<file path="config.mk">
export PLATFORM = sky130hd
export DESIGN_NAME = fp_result_tx
export DESIGN_NICKNAME = d
export VERILOG_FILES = /design/src/rtl/fp_alu_pkg.sv /design/src/rtl/fp_classify.sv /design/src/rtl/fp_result_tx.sv
export SDC_FILE = /design/constraint.sdc
export NUM_CORES = 1
export LEC_CHECK = 0
export CAP_MARGIN = 5
export CORE_ASPECT_RATIO = 2
export CORE_MARGIN = 5
export CORE_UTILIZATION = 43
export DETAILED_ROUTE_END_ITERATION = 7
export PLACE_DENSITY = 0.73
export SETUP_SLACK_MARGIN = 0.02
export SYNTH_ARGS = -nofsm -noshare
export SYNTH_HDL_FRONTEND = slang
export SYNTH_SLANG_ARGS = --single-unit
</file>
<file path="constraint.sdc">
create_clock -name clk -period 3.4 [get_ports clk]
set_input_delay 0.68 -clock clk [delete_from_list [all_inputs] [get_ports clk]]
set_output_delay 0.68 -clock clk [all_outputs]
set_load 0.05 [all_outputs]
</file>
<file path="src/rtl/fp_alu_pkg.sv">
// Shared definitions for the FP ALU result path: FP32 field layout,
// special exponent value, transmitter state type and frame lengths.
package fp_alu_pkg;

    // FP32 field positions
    localparam int FP_SIGN_BIT = 31;
    localparam int FP_EXP_MSB  = 30;
    localparam int FP_EXP_LSB  = 23;
    localparam int FP_EXP_W    = 8;
    localparam int FP_MANT_MSB = 22;
    localparam int FP_MANT_W   = 23;

    // Exponent value shared by infinities and NaNs
    localparam logic [FP_EXP_W-1:0] EXP_ALL_ONES = 8'hFF;

    // Frame lengths in bytes: plain word, and word plus status byte
    localparam int FRAME_BYTES_BASE  = 4;
    localparam int FRAME_BYTES_FLAGS = 5;

    // Transmitter states
    typedef enum logic {
        IDLE = 1'b0,
        SEND = 1'b1
    } tx_state_t;

endpackage

</file>
<file path="src/rtl/fp_classify.sv">
// Combinational FP32 classifier producing the frame status byte
// {4'b0000, is_nan, is_inf, is_zero, sign}. Denormals are not zero.
module fp_classify
    import fp_alu_pkg::*;
(
    input  logic [31:0] word,
    output logic [7:0]  status
);

    logic [FP_EXP_W-1:0]  exp_f;
    logic [FP_MANT_W-1:0] mant_f;

    assign exp_f  = word[FP_EXP_MSB:FP_EXP_LSB];
    assign mant_f = word[FP_MANT_MSB:0];

    // Build status flags from the exponent/mantissa fields
    always_comb begin
        status    = 8'h00;
        status[3] = (exp_f == EXP_ALL_ONES) && (mant_f != '0);
        status[2] = (exp_f == EXP_ALL_ONES) && (mant_f == '0);
        status[1] = (exp_f == '0) && (mant_f == '0);
        status[0] = word[FP_SIGN_BIT];
    end

endmodule

</file>
<file path="src/rtl/fp_result_tx.sv">
// FP result transmitter: accepts one 32-bit FP word and sends it MSB first
// as a byte-wide frame with a valid/ack handshake.
// Optional macro FP_TX_FLAGS_EN appends a fifth status byte from fp_classify.
//
// Handshakes: a word is taken on a rising edge where in_valid && in_ready;
// a byte is consumed on a rising edge where out_valid && out_ack. out_byte
// and out_valid stay stable until consumed; out_ack is don't-care while
// out_valid is low, and in_valid is don't-care while in_ready is low.
module fp_result_tx
    import fp_alu_pkg::*;
(
    input  logic        clk,
    input  logic        rst,
    input  logic [31:0] in_data,
    input  logic        in_valid,
    output logic        in_ready,
    output logic [7:0]  out_byte,
    output logic        out_valid,
    input  logic        out_ack,
    output logic        out_last,
    output logic        busy,
    output logic [0:0]  state_dbg
);

`ifdef FP_TX_FLAGS_EN
    localparam logic [2:0] LAST_IDX = 3'(FRAME_BYTES_FLAGS - 1);
`else
    localparam logic [2:0] LAST_IDX = 3'(FRAME_BYTES_BASE - 1);
`endif

    tx_state_t   state;
    tx_state_t   next_state;
    logic [2:0]  cnt;
    logic [31:0] word;
    logic        load;
    logic        advance;
    logic [7:0]  status_byte;

`ifdef FP_TX_FLAGS_EN
    fp_classify u_classify (
        .word   (word),
        .status (status_byte)
    );
`else
    assign status_byte = 8'h00;
`endif

    // State, byte index and latched word registers
    always_ff @(posedge clk or posedge rst) begin
        if (rst) begin
            state <= IDLE;
            cnt   <= 3'd0;
            word  <= 32'h0;
        end else begin
            state <= next_state;
            if (load) begin
                word <= in_data;
                cnt  <= 3'd0;
            end else if (advance) begin
                cnt <= cnt + 3'd1;
            end
        end
    end

    // Next-state logic: accept in IDLE, step through bytes on ack in SEND
    always_comb begin
        next_state = state;
        load       = 1'b0;
        advance    = 1'b0;
        case (state)
            IDLE: begin
                if (in_valid) begin
                    next_state = SEND;
                    load       = 1'b1;
                end
            end
            SEND: begin
                if (out_ack) begin
                    if (cnt == LAST_IDX) begin
                        next_state = IDLE;
                    end else begin
                        advance = 1'b1;
                    end
                end
            end
            default: next_state = IDLE;
        endcase
    end

    // Output decode: byte mux is zeroed whenever no byte is presented
    always_comb begin
        in_ready  = (state == IDLE);
        busy      = (state == SEND);
        out_valid = (state == SEND);
        out_last  = (state == SEND) && (cnt == LAST_IDX);
        out_byte  = 8'h00;
        if (state == SEND) begin
            case (cnt)
                3'd0:    out_byte = word[31:24];
                3'd1:    out_byte = word[23:16];
                3'd2:    out_byte = word[15:8];
                3'd3:    out_byte = word[7:0];
                3'd4:    out_byte = status_byte;
                default: out_byte = 8'h00;
            endcase
        end
    end

    assign state_dbg = state;

endmodule

</file>
==> results.sh <==
export IMPL_status="complete, no violations"
export IMPL_diodes=0
export IMPL_cts_clk_slew_worst_paths_ns=0.07
export IMPL_overflow=0
export IMPL_synthAdderAreaFrac_pct=3.652
export IMPL_synthesis_area_um2=1713
export IMPL_wl_mm=3.849
export IMPL_port_buffers=48
export IMPL_dp_hpwl_mm=2.982
export IMPL_drive_gt1_share_pct=27.75
export IMPL_cts_resized=0
export IMPL_clk_latency_ns=0.29
export IMPL_ys_warn_count=0
export IMPL_drc=0
export IMPL_tritoncts="done"
export IMPL_required_ns=2.72
export IMPL_numClockSinks=36
export IMPL_grt_pass1_vias=1352
export IMPL_worstSetupEndpointType="primary output"
export IMPL_finalSetupViolations=0
export IMPL_synthFlopType="dfrtp_1"
export IMPL_die_area_um2=5422
export IMPL_fin_crit_ns=3.071
export IMPL_grt_use_total_pct=16.10
export IMPL_synth_compound_area_share_pct=11.32
export IMPL_vias_per_cell=5.174
export IMPL_boundaryPins=49
export IMPL_maxSlewHeadroom_pct=66.03
export IMPL_placed_area_um2=2162
export IMPL_start_util_pct=44.56
export IMPL_root_buffer="clkbuf_8"
export IMPL_yosysTopAreaCellShare_pct=52.59
export IMPL_die_width_um=54.63
export IMPL_dr_pass1_iters=5
export IMPL_tightest_slew_ns=0.5080
export IMPL_met1_length_mm=1.260
export IMPL_fin_setup_tns_ns=0
export IMPL_gp_congestion=0.7822
export IMPL_vdd_drop_max_v=0.0004419
export IMPL_mostFrequentLayoutCell="clkdlybuf4s50_1"
export IMPL_period_share_pct=90.33
export IMPL_vias=1159
export IMPL_postCtsSetupRepairBufs=0
export IMPL_ys_seq_elements=36
export IMPL_areaGrowthSynthToFinish_pct=32.51
export IMPL_drv_slew=0
export IMPL_final_cell_area_um2=2270
export IMPL_synth_top_family_by_area="multiplexers"
export IMPL_power_per_cell_area_nw_per_um2=1033
export IMPL_cpPeakStageDelay_ns=0.80
export IMPL_finalHoldViolCount=0
export IMPL_clk_path_buf_depth=2
export IMPL_cts_max_level=2
export IMPL_wl_met3_um=197
export IMPL_grt_pass1_wl_mm=6.306
export IMPL_synthMuxAreaShare_pct=21.62
export IMPL_ys_async_sr_fraction_pct=100.0
export IMPL_drt_iter0_drc=27
export IMPL_ant_nets=0
export IMPL_timing_max_cap_violations=0
export IMPL_syn_inst=126
export IMPL_wl_met2_mm=2.261
export IMPL_path_cells="inv_1, ha_1, and2_1, clkdlybuf4s50_1"
export IMPL_core_area_um2=3844
export IMPL_fin_skew_ns=0.004732
export IMPL_min_path_type="reg -> reg"
export IMPL_wl_per_cell_um=17.18
export IMPL_die_h_um=99.26
export IMPL_rows=32
export IMPL_cts_buffers=5
export IMPL_cp_slowest_cell="clkdlybuf4s50_1"
export IMPL_worstSetupPathType="reg -> out"
export IMPL_grt_max_degree=37
export IMPL_crit_fanout=12
export IMPL_cts_hold_fix_buffers=0
export IMPL_leakagePower_nw=0.9886
export IMPL_synth_area_leaders="dfrtp_1 53%, mux2_2 18%, a222oi_1 4.7%, a2bb2oi_1 4.1%, ha_1 3.7%"
export IMPL_cpLargestDelayFamily="buffers and inverters"
export IMPL_rsz0062_at_grt="no"
export IMPL_syn_avg_cell_area_um2=13.59
export IMPL_synth_simple_area_share_pct=4.091
export IMPL_max_freq_mhz=325.6
export IMPL_antenna_found_initial=0
export IMPL_yosysSeqAreaShare_pct=52.59
export IMPL_critical_path_buf_inv_count=2
export IMPL_nets=213
export IMPL_critPathLaunchType="flop"
export IMPL_syn_num_nets=167
export IMPL_synth_top_area_cell="dfrtp_1"
export IMPL_highest_layer="met4"
export IMPL_ys_types=21
export IMPL_synth_edff_count=0
export IMPL_most_common_layout_cells="40 x clkdlybuf4s50_1, 36 x dfrtp_1, 27 x mux2_2"
export IMPL_arrival_ns=2.39
export IMPL_synth_xor_area_share_pct=0
==> state kept, by name (all words and copies together), names as in the netlist <==
name / flops
word: 32
cnt: 3
busy: 1
==> worst paths after layout <==
| check | start | to | slack (ns) | depth (start not counted) |
|---|---|---|---|---|
| worst max-delay path | cnt[2] | out_last | 0.33 | 4 |
| worst min-delay path | word[20] | word[20] | 0.49 | 1 |
| worst max register to register | cnt[2] | cnt[1] | 1.58 | 5 |
| worst min register to register | word[20] | word[20] | 0.49 | 1 |
| max in group asynchronous | rst | word[20] | 2.29 | 3 |
| min in group asynchronous | rst | word[14] | 0.79 | 3 |
==> synthesized netlist by cell type (2+ instances only) <==
| cell type | number |
|---|---|
| mux2_2 | 27 |
| a21oi_1 | 2 |
| nor2_1 | 9 |
| a2bb2oi_1 | 8 |
| o22ai_1 | 2 |
| ha_1 | 5 |
| buf_4 | 3 |
| buf_6 | 5 |
| inv_1 | 6 |
| dfrtp_1 | 36 |
| a222oi_1 | 8 |
| mux2_1 | 5 |
| buf_2 | 2 |
==> where the power goes <==
part           total [W]  internal, W  switching [W]
clock network   0.000372     0.000218       0.000154
logic            0.00119     0.000522       0.000671
registers       0.000780     0.000641       0.000139
==> cell type report <==
class / count / area, µm²
Tap cell: 51 / 63.81
Inverter: 6 / 22.52
Clock buffer: 6 / 72.57
Timing Repair Buffer: 50 / 475.5
Sequential cell: 36 / 900.9
Clock inverter: 2 / 35.03
Fill cell: 338 / 1574
Multi-Input combinational cell: 73 / 699.4
==> per-stage QoR <==
step | hold WS (ns) | cells | util, % | power, W | setup WS, ns
2_1_floorplan | 0.4577 | 126 | - | 0.001675 | 0.9131
3_3_place_gp | 0.4706 | 216 | 56.25 | 0.001946 | 0.7026
3_5_place_dp | 0.4742 | 216 | 56.25 | 0.001989 | 0.6260
4_1_cts | 0.4913 | 224 | 59.05 | 0.002362 | 0.3126
5_1_grt | 0.5136 | 224 | 59.05 | 0.002475 | 0.1609
6_report | 0.4925 | 224 | 59.05 | 0.002345 | 0.3286
==> per-layer routing <==
metal  GRT usage [%]  vias up
met5               0        -
met4           9.021        0
met3           3.748       10
met2           28.83       33
met1           15.55      568
li1                -      548
==> kinds of logic (layout without fill, tap and decap cells) <==
| logic type | Yosys count | count (layout) |
|---|---|---|
| AOI/OAI and AO/OA | 21 | 21 |
| adders and majority gates | 5 | 5 |
| buffers and inverters | 17 | 64 |
| DFF | 36 | 36 |
| muxes | 33 | 33 |
| and+or+nand+nor | 14 | 14 |
No activity file was read; power rests on OpenSTA's default activity.
